[src/rtl/dcache_controller_pkg.sv]
// Shared types, field widths and byte helpers for the direct-mapped data cache.
package dcache_controller_pkg;

    localparam int NUM_BLOCKS  = 8;
    localparam int BLOCK_BYTES = 4;
    localparam int TAG_W       = 3;
    localparam int INDEX_W     = $clog2(NUM_BLOCKS);
    localparam int OFFSET_W    = $clog2(BLOCK_BYTES);
    localparam int BLOCK_W     = 32;

    typedef enum logic [1:0] {
        IDLE      = 2'd0,
        WRITEBACK = 2'd1,
        FETCH     = 2'd2,
        UPDATE    = 2'd3
    } state_t;

    // Byte lane select; byte 0 lives in bits [7:0].
    function automatic logic [7:0] get_byte(input logic [BLOCK_W-1:0] blk,
                                            input logic [OFFSET_W-1:0] off);
        logic [7:0] b;
        case (off)
            2'd0:    b = blk[7:0];
            2'd1:    b = blk[15:8];
            2'd2:    b = blk[23:16];
            default: b = blk[31:24];
        endcase
        return b;
    endfunction

    function automatic logic [BLOCK_W-1:0] put_byte(input logic [BLOCK_W-1:0] blk,
                                                    input logic [OFFSET_W-1:0] off,
                                                    input logic [7:0]          b);
        logic [BLOCK_W-1:0] r;
        r = blk;
        case (off)
            2'd0:    r[7:0]   = b;
            2'd1:    r[15:8]  = b;
            2'd2:    r[23:16] = b;
            default: r[31:24] = b;
        endcase
        return r;
    endfunction

endpackage

[src/rtl/dcache_line_array.sv]
// Cache line storage: valid/dirty/tag/data with a combinational read port,
// a byte-write port (sets dirty) and a block-fill port (clean, valid line).
module dcache_line_array
    import dcache_controller_pkg::*;
(
    input  logic                i_clk,
    input  logic                i_rst,
    input  logic [INDEX_W-1:0]  i_rd_index,
    output logic                o_rd_valid,
    output logic                o_rd_dirty,
    output logic [TAG_W-1:0]    o_rd_tag,
    output logic [BLOCK_W-1:0]  o_rd_data,
    input  logic                i_wr_en,
    input  logic [INDEX_W-1:0]  i_wr_index,
    input  logic [OFFSET_W-1:0] i_wr_offset,
    input  logic [7:0]          i_wr_byte,
    input  logic                i_fill_en,
    input  logic [INDEX_W-1:0]  i_fill_index,
    input  logic [TAG_W-1:0]    i_fill_tag,
    input  logic [BLOCK_W-1:0]  i_fill_data
);

    logic [NUM_BLOCKS-1:0] r_valid;
    logic [NUM_BLOCKS-1:0] r_dirty;
    logic [TAG_W-1:0]      r_tag  [NUM_BLOCKS];
    logic [BLOCK_W-1:0]    r_data [NUM_BLOCKS];

    assign o_rd_valid = r_valid[i_rd_index];
    assign o_rd_dirty = r_dirty[i_rd_index];
    assign o_rd_tag   = r_tag[i_rd_index];
    assign o_rd_data  = r_data[i_rd_index];

    // Line state update; reset only clears the status bits, tag/data are don't-care.
    always_ff @(posedge i_clk) begin
        if (i_rst) begin
            r_valid <= '0;
            r_dirty <= '0;
        end else if (i_fill_en) begin
            r_valid[i_fill_index] <= 1'b1;
            r_dirty[i_fill_index] <= 1'b0;
            r_tag[i_fill_index]   <= i_fill_tag;
            r_data[i_fill_index]  <= i_fill_data;
        end else if (i_wr_en) begin
            r_dirty[i_wr_index] <= 1'b1;
            r_data[i_wr_index]  <= put_byte(r_data[i_wr_index], i_wr_offset, i_wr_byte);
        end
    end

endmodule

[src/rtl/dcache_controller.sv]
// Direct-mapped, write-back, write-allocate data cache controller.
// Hits are serviced with zero stall; misses sequence WRITEBACK -> FETCH -> UPDATE.
module dcache_controller
    import dcache_controller_pkg::*;
(
    input  logic                     CLK,
    input  logic                     RESET,
    input  logic                     READ,
    input  logic                     WRITE,
    input  logic [7:0]               ADDRESS,
    input  logic [7:0]               WRITEDATA,
    output logic [7:0]               READDATA,
    output logic                     BUSYWAIT,
    output logic                     MEM_READ,
    output logic                     MEM_WRITE,
    output logic [TAG_W+INDEX_W-1:0] MEM_ADDRESS,
    output logic [BLOCK_W-1:0]       MEM_WRITEDATA,
    input  logic [BLOCK_W-1:0]       MEM_READDATA,
    input  logic                     MEM_BUSYWAIT
);

    state_t                    r_state;
    logic                      r_first;
    logic [TAG_W-1:0]          r_miss_tag;
    logic [INDEX_W-1:0]        r_miss_index;
    logic [BLOCK_W-1:0]        r_fill;
    logic                      r_mem_read;
    logic                      r_mem_write;
    logic [TAG_W+INDEX_W-1:0]  r_mem_address;
    logic [BLOCK_W-1:0]        r_mem_writedata;
    logic [7:0]                r_readdata;

    logic [TAG_W-1:0]          w_tag;
    logic [INDEX_W-1:0]        w_index;
    logic [OFFSET_W-1:0]       w_offset;
    logic                      w_line_valid;
    logic                      w_line_dirty;
    logic [TAG_W-1:0]          w_line_tag;
    logic [BLOCK_W-1:0]        w_line_data;
    logic                      w_req;
    logic                      w_rd_only;
    logic                      w_hit;
    logic                      w_idle;
    logic                      w_byte_we;
    logic                      w_fill_en;

    assign w_tag     = ADDRESS[7:5];
    assign w_index   = ADDRESS[4:2];
    assign w_offset  = ADDRESS[1:0];
    assign w_req     = READ | WRITE;
    assign w_rd_only = READ & ~WRITE;
    assign w_hit     = w_line_valid && (w_line_tag == w_tag);
    assign w_idle    = (r_state == IDLE);
    assign w_byte_we = w_idle & WRITE & w_hit;
    assign w_fill_en = (r_state == UPDATE);

    assign BUSYWAIT      = !w_idle || (w_req && !w_hit);
    assign MEM_READ      = r_mem_read;
    assign MEM_WRITE     = r_mem_write;
    assign MEM_ADDRESS   = r_mem_address;
    assign MEM_WRITEDATA = r_mem_writedata;

    // Read hits bypass the register so they cost no stall cycle.
    always_comb begin
        if (w_idle && w_rd_only && w_hit) begin
            READDATA = get_byte(w_line_data, w_offset);
        end else begin
            READDATA = r_readdata;
        end
    end

    dcache_line_array u_lines (
        .i_clk        (CLK),
        .i_rst        (RESET),
        .i_rd_index   (w_index),
        .o_rd_valid   (w_line_valid),
        .o_rd_dirty   (w_line_dirty),
        .o_rd_tag     (w_line_tag),
        .o_rd_data    (w_line_data),
        .i_wr_en      (w_byte_we),
        .i_wr_index   (w_index),
        .i_wr_offset  (w_offset),
        .i_wr_byte    (WRITEDATA),
        .i_fill_en    (w_fill_en),
        .i_fill_index (r_miss_index),
        .i_fill_tag   (r_miss_tag),
        .i_fill_data  (r_fill)
    );

    // Miss sequencer; r_first marks the ignored entry cycle of each memory phase.
    always_ff @(posedge CLK) begin
        if (RESET) begin
            r_state         <= IDLE;
            r_first         <= 1'b0;
            r_miss_tag      <= '0;
            r_miss_index    <= '0;
            r_fill          <= '0;
            r_mem_read      <= 1'b0;
            r_mem_write     <= 1'b0;
            r_mem_address   <= '0;
            r_mem_writedata <= '0;
            r_readdata      <= 8'h00;
        end else begin
            case (r_state)
                IDLE: begin
                    if (w_req && !w_hit) begin
                        r_miss_tag   <= w_tag;
                        r_miss_index <= w_index;
                        r_first      <= 1'b1;
                        if (w_line_valid && w_line_dirty) begin
                            r_state         <= WRITEBACK;
                            r_mem_write     <= 1'b1;
                            r_mem_address   <= {w_line_tag, w_index};
                            r_mem_writedata <= w_line_data;
                        end else begin
                            r_state       <= FETCH;
                            r_mem_read    <= 1'b1;
                            r_mem_address <= {w_tag, w_index};
                        end
                    end else if (w_rd_only && w_hit) begin
                        r_readdata <= get_byte(w_line_data, w_offset);
                    end
                end
                WRITEBACK: begin
                    if (r_first) begin
                        r_first <= 1'b0;
                    end else if (!MEM_BUSYWAIT) begin
                        r_state       <= FETCH;
                        r_first       <= 1'b1;
                        r_mem_write   <= 1'b0;
                        r_mem_read    <= 1'b1;
                        r_mem_address <= {r_miss_tag, r_miss_index};
                    end
                end
                FETCH: begin
                    if (r_first) begin
                        r_first <= 1'b0;
                    end else if (!MEM_BUSYWAIT) begin
                        r_state    <= UPDATE;
                        r_mem_read <= 1'b0;
                        r_fill     <= MEM_READDATA;
                    end
                end
                UPDATE: begin
                    r_state <= IDLE;
                end
                default: begin
                    r_state     <= IDLE;
                    r_mem_read  <= 1'b0;
                    r_mem_write <= 1'b0;
                end
            endcase
        end
    end

endmodule

[config.mk]
export PLATFORM = sky130hd
export DESIGN_NAME = dcache_controller
export DESIGN_NICKNAME = d
export VERILOG_FILES = /design/src/rtl/dcache_controller_pkg.sv /design/src/rtl/dcache_line_array.sv /design/src/rtl/dcache_controller.sv
export SDC_FILE = /design/constraint.sdc
export NUM_CORES = 1
export LEC_CHECK = 0
export CAP_MARGIN = 10
export CORE_MARGIN = 5
export CORE_UTILIZATION = 59
export CTS_BUF_LIST = sky130_fd_sc_hd__clkbuf_16
export DETAILED_ROUTE_END_ITERATION = 8
export HOLD_SLACK_MARGIN = 0.15
export PLACE_DENSITY = 0.79
export REMOVE_ABC_BUFFERS = 1
export SLEW_MARGIN = 20
export SYNTH_ARGS = -nofsm -noshare
export SYNTH_HDL_FRONTEND = slang
export SYNTH_SLANG_ARGS = --single-unit
[constraint.sdc]
create_clock -name CLK -period 5.5 [get_ports CLK]
set_clock_uncertainty 0.1 [all_clocks]
set_input_delay 1.1 -clock CLK [delete_from_list [all_inputs] [get_ports CLK]]
set_output_delay 1.1 -clock CLK [all_outputs]
set_load 0.005 [all_outputs]
# Yosys cells after proc, flatten, opt, wreduce, memory -nomap -nowiden
# Memory sizes are Yosys's and may differ from the RTL's.
# Index checks and enable logic that the tools add are counted.
# W data, S select, Z words.
totals:
  register_bits: 105
  mem_bits_rw: 280
  in_bits: 53
  out_inout_bits: 49
  word_cells: 134
  mem_count: 2
memory_table:
  columns: ["memory", "depth", "width", "rd", "rd_clocked_by_memory_dff", "wr", "line", "source"]
  rows:
  - ["u_lines.r_data", 8, 32, 1, 0, 1, "dcache_line_array.sv:26", "logic [BLOCK_W-1:0] r_data [NUM_BLOCKS];"]
  - ["u_lines.r_tag", 8, 3, 1, 0, 1, "dcache_line_array.sv:25", "logic [TAG_W-1:0] r_tag [NUM_BLOCKS];"]
classes:
  magnitude_cmp: 4
  eq_ne: 13
  muxes: 64
  n_bitwise: 12
  n_reduce_logical: 27
ops:
  columns: ["op", "count"]
  rows:
  - ["$mux W8", 19]
  - ["$mux W32", 1]
  - ["$reduce_or A32 Y1", 1]
  - ["$mux W6", 4]
  - ["$pmux W8 S3", 1]
  - ["$mux W1", 23]
  - ["$or A8 B8 Y8", 2]
  - ["$mux W2", 6]
  - ["$pmux W6 S2", 1]
  - ["$ne A2 B2 Y1 const B", 5]
  - ["$reduce_and A5 Y1", 2]
  - ["$reduce_and A3 Y1", 3]
  - ["$and A8 B8 Y8", 1]
  - ["$logic_and A1 B1 Y1", 8]
  - ["$lt A3 B4 Y1 const B", 2]
  - ["$not A8 Y8", 1]
  - ["$pmux W2 S4", 1]
  - ["$reduce_and A7 Y1", 1]
  - ["$bmux W1 S3", 2]
  - ["$demux W1 S3", 2]
  - ["$eq A2 B2 Y1 const B", 3]
  - ["$ge A3 B1 Y1 const B", 2]
  - ["$pmux W1 S3", 2]
  - ["$eq A2 B1 Y1 const B", 2]
  - ["other kinds (15)", 25]

# Logic depth before layout (Yosys ltp)
logic_depth:
  ltp_word: 10
  mapped_depth: 13
  depth_no_buf: 7

# Hierarchy
# Synthesis repeated with hierarchy kept, for this count alone.
hier_totals:
  hier_cells: 1030
  area_unflattened_um2: 15904.0
modules_own_cells:
  columns: ["mod", "instances", "cells_each", "area_each_um2", "seq_area_each_um2"]
  rows:
  - ["dcache_line_array", 1, 604, 12034.0, 8728.4]
  - ["dcache_controller", 1, 426, 3870.0, 1781.7]

# Worst setup path after synthesis
# Ideal clock, no wire load.
synth_timing:
  path_type: "input to register"
  from: "in ADDRESS[3]"
  to: "mem u_lines.r_data[6][0], enable pin"
  setup_time_ns: 0.432
  t_arrival_ns: 4.529
  required_ns: 4.968
  setup_slack_ns: 0.439
  stages: 10
  path_buffers: 3
  cell_sequence: "buf_6 buf_6 nor2_1 o2bb2ai_1 o21a_1 o22ai_2 nor4_4 clkbuf_1 nand3_1 a21oi_1"
synth_via:
  elab_chain_cells: 10
  word_cells_on_any_way: 13
  cone_classes: "eq/ne (1); mux (8); bitwise (1); reduce/logical (2); memory (1)"
synth_lines:
  columns: ["element", "line", "source"]
  rows:
  - ["from (decl)", "dcache_controller.sv:10", "input logic [7:0] ADDRESS,"]
  - ["$mem_v2 Z8 W3 / $bmux W1 S3 (equally long branches)", null, null]
  - ["$eq A3 B3 Y1 / $mux W1 (equally long branches)", "dcache_controller.sv:52, dcache_line_array.sv:28", null]
  - ["$logic_and A1 B1 Y1", "dcache_controller.sv:52", "assign w_hit = w_line_valid && (w_line_tag == w_tag);"]
  - ["$and A1 B1 Y1", "dcache_controller.sv:54", "assign w_byte_we = w_idle & WRITE & w_hit;"]
  - ["$mux W1", "dcache_line_array.sv:43", "end else if (i_wr_en) begin"]
  - ["$mux W1", "dcache_line_array.sv:38", "end else if (i_fill_en) begin"]
  - ["$mux W1", "dcache_line_array.sv:35", "if (i_rst) begin"]
  - ["$mux W1 (not written as such)", "dcache_line_array.sv:45", "r_data[i_wr_index] <= put_byte(r_data[i_wr_index], i_wr_offset, i_wr_byte);"]
  - ["$reduce_or A32 Y1 (no line)", null, null]
  - ["$mux W3 (no line) / $mux W1 (equally long branches)", null, null]
  - ["to (decl)", "dcache_line_array.sv:26", null]
# Parallel ways exist; a longest one is shown, timed or not. The select of a mux whose other input is x is not followed.

# Final worst setup path
layout_timing:
  from: "in ADDRESS[4]"
  to: "out READDATA[5]"
layout_via:
  elab_chain_cells: 5
  word_cells_on_any_way: 9
  cone_classes: "eq/ne (1); mux (4); reduce/logical (2); memory (2)"
layout_lines:
  columns: ["element", "line", "source"]
  rows:
  - ["$mem_v2 Z8 W3 / $bmux W1 S3 (equally long branches)", null, null]
  - ["$eq A3 B3 Y1 / $mux W1 (equally long branches)", "dcache_controller.sv:52, dcache_line_array.sv:28", null]
  - ["$logic_and A1 B1 Y1", "dcache_controller.sv:52", null]
  - ["$logic_and A1 B1 Y1", "dcache_controller.sv:65", "if (w_idle && w_rd_only && w_hit) begin"]
  - ["$mux W8 *", "dcache_controller.sv:65", null]
  - ["to (decl)", "dcache_controller.sv:12", "output logic [7:0] READDATA,"]
# Mark *: on every way between the ends. The rest lies on a longest branch, timed or not. The select of a mux whose other input is x is not followed.

==> impl_metrics.json <==
{
  "status": "finished clean",
  "seqCellArea_um2": 10500,
  "area_growth_pct": 17.1,
  "max_freq_mhz": 189,
  "cts_resized": 0,
  "tns_ns": 0,
  "cp_max_fo": 18,
  "synth_edf_count": 280,
  "grtUsageTotal": 0.278,
  "multiInputGateArea_um2": 5300,
  "viasPerCell": 6.56,
  "power_frac_comb": 0.139,
  "cts_setup_buffers": 0,
  "worstPathArrival_ns": 4.10,
  "grt-ovfl-total": 0,
  "clock-root-buffer": "clkbuf_16",
  "ctsLongestPathBuffers": 3,
  "nets": 1358,
  "min_period_ns": 5.30,
  "rrSetupSlack_ns": 2.03,
  "worstMarginPinSlew_ns": 1.04,
  "antenna_found_initial": 1,
  "ys_ff_latch": 385,
  "ioPinCount": 102,
  "synth_cells": 1173,
  "critPathBufInv": 3,
  "clkLatencyLatePin_ns": 0.53,
  "yosysWarnings": 0,
  "switching_power_uw": 1690,
  "synth_top_area_frac": 0.517,
  "leakage_uw": 0.00676,
  "numCtsBuffers": 39,
  "hpwl_um": 27700,
  "grt_max_degree": 75,
  "path_delay_family": "buffers and inverters",
  "drc_errors": 0,
  "rsz0062_at_grt": "no",
  "row_count": 60,
  "crit_chain": "buf_2, and2_1, a22oi_1, a21oi_1, o22ai_2, or3_1, buf_4, mux2i_1, clkdlybuf4s50_1",
  "hold_violations": 0,
  "slew_headroom": 0.308,
  "ant_nets": 0,
  "via_count": 11000,
  "yosysUniqueCellTypes": 70,
  "cts_hold_buf": 0,
  "final_cells": 1672,
  "ys_seq_area_frac": 0.646,
  "min_path_type": "flip-flop to flip-flop",
  "worstSetupStartpointType": "primary input",
  "end_kind": "output port",
  "yosys.area.top_type": "edfxtp_1",
  "grt_pass1_wl_um": 65700,
  "cts_tree": "yes",
  "yosys_most_used_dff": "edfxtp_1",
  "numClockSinks": 385,
  "report.final.slew_viol_count": 0,
  "io_buffers": 101,
  "max_stage_delay_ns": 0.57,
  "die_h_um": 176,
  "fp.dieW_um": 176,
  "min_period_over_period": 0.963,
  "setup_viol": 0,
  "die_area_um2": 31000,
  "crit_required_ns": 4.30,
  "pwr-share-clk": 0.357,
  "grt_pass1_vias": 11000,
  "gp_congestion": 0.904,
  "insertedDiodeCount": 0,
  "netlist_area_um2": 16300,
  "syn_avg_cell_area_um2": 13.9,
  "h-tree-depth": 2,
  "initialDrtViolationCount": 1245,
  "post-route-util": 0.705,
  "floorplan.initialDensity": 0.602,
  "synthArstFlopShare": 0,
  "powerDensity_nw_per_um2": 348,
  "drive_above_1_share": 0.199,
  "maxCapViolCount": 0,
  "routed_wl_um": 43300,
  "drt_pass1_iterations": 5,
  "seq_power_share": 0.503,
  "crit_type": "primary input to output port",
  "ir_drop_uv": 287,
  "n_fill_cell": 1811,
  "clk_pin_slew_ns": 0.06,
  "yosys-top-cells-area": "edfxtp_1 (52%), dfxtp_1 (13%), mux4_2 (3.5%)",
  "swShare": 0.255,
  "wl_per_cell_um": 25.9,
  "p_int_uw": 4950,
  "dp_cells": 1601,
  "core_area_um2": 27000,
  "worst_path_max_delay_cell": "clkdlybuf4s50_1"
}
[registers in the layout, indices dropped and copies added, names as in the netlist]
name / count
MEM_ADDRESS: 6
MEM_READ: 1
MEM_WRITE: 1
MEM_WRITEDATA: 32
r_fill: 32
r_first: 1
r_miss_index: 3
r_miss_tag: 3
r_readdata: 8
r_state: 2
u_lines.r_data: 256
u_lines.r_dirty: 8
u_lines.r_tag: 24
u_lines.r_valid: 8
[layer usage]
| metal | part of all wire | up-vias | routed length (um) | global-route usage |
|---|---|---|---|---|
| met5 | 0.00016 | - | 7 | 0 |
| met4 | 0.043 | 2 | 1880 | 0.117 |
| met3 | 0.090 | 110 | 3900 | 0.0471 |
| met2 | 0.48 | 616 | 20900 | 0.455 |
| met1 | 0.38 | 5505 | 16600 | 0.372 |
| li1 | - | 4734 | - | - |
[power groups by stage]
stage	clock [uW]	combinational, uW	sequential, uW
2_1_floorplan	0	501	3380
3_3_place_gp	0	892	3390
3_5_place_dp	0	918	3400
4_1_cts	2380	922	3340
5_1_grt	2510	1000	3350
6_report	2370	924	3340
[layout by cell type (no fill, tap or decap), types with 7 or more instances in the layout]
master,n
mux2_2,41
edfxtp_1,280
mux2_4,31
a221oi_1,39
a211oi_1,11
clkinv_1,13
clkdlybuf4s50_1,97
mux4_2,25
a22oi_1,16
o21ai_0,21
clkbuf_16,39
a211oi_2,19
nand3_1,11
a221o_1,11
inv_1,31
nand2_1,99
buf_4,67
nor3_1,16
nand2b_1,8
a21oi_1,75
a21o_1,8
nor2b_1,10
mux2i_1,48
nor2_1,86
dfxtp_1,105
a22o_1,7
and2_1,14
[tightest hold or removal path, delay by kind of cell (launching register included)]
family           cells  cell delay, ns
flip-flops           1            0.31
AND/OR/NAND/NOR      1            0.05
AO/OA/AOI/OAI        1            0.05
[per-stage QoR]
step / hold slack, ns / power (uW) / worst slack (ns) / instance area [um2]
after global placement: 0.331 / 4290 / 0.321 / 17900
after detailed placement: 0.349 / 4320 / 0.307 / 17900
after global routing: 0.370 / 6860 / 0.155 / 19100
after floorplan: 0.319 / 3880 / 0.543 / 15800
after CTS: 0.357 / 6640 / 0.296 / 19100
final: 0.355 / 6630 / 0.204 / 19100
[final timing paths]
check	start	endpoint	cells after the start
setup / recovery	ADDRESS[4]	READDATA[5]	9
hold / removal	r_fill[2]$_SDFFE_PP0P_	r_fill[2]$_SDFFE_PP0P_	2
setup reg to reg	u_lines.r_tag[1][2]$_DFFE_PP_	u_lines.r_data[2][0]$_DFFE_PP_	9
hold reg to reg	r_fill[2]$_SDFFE_PP0P_	r_fill[2]$_SDFFE_PP0P_	2
[logic make-up after synthesis]
family / after synthesis / synth area share
adder cells (fa/ha/maj): 4 / 0.00307
AO/OA/AOI/OAI: 255 / 0.117
buffers and inverters: 106 / 0.0334
flip-flops: 385 / 0.646
AND/OR/NAND/NOR: 275 / 0.0770
multiplexers: 148 / 0.124
[area by class of cell]
| type | instances | area share |
|---|---|---|
| sequential | 385 | 0.552 |
| clock buffer | 39 | 0.0512 |
| timing repair buffer | 171 | 0.0839 |
| inverter | 22 | 0.00433 |
| multi-input combinational | 682 | 0.278 |
| clock inverter | 32 | 0.00860 |
| tap | 341 | 0.0224 |
[synth_stat cells, types with 7 or more instances]
cell type,instances
a22o_1,7
buf_6,14
a211oi_2,19
nor2_1,90
nand3_1,11
o21ai_0,21
a22oi_1,16
a21o_1,8
a221o_1,11
nand2b_1,8
dfxtp_1,105
a21oi_1,79
nand2_1,99
and2_1,14
edfxtp_1,280
mux2_4,31
clkbuf_1,41
a221oi_1,39
mux2_2,41
a211oi_1,11
inv_1,19
nor2b_1,10
mux2i_1,48
mux4_2,25
nor3_1,16
buf_2,18
(Power assumes the default switching activity.)
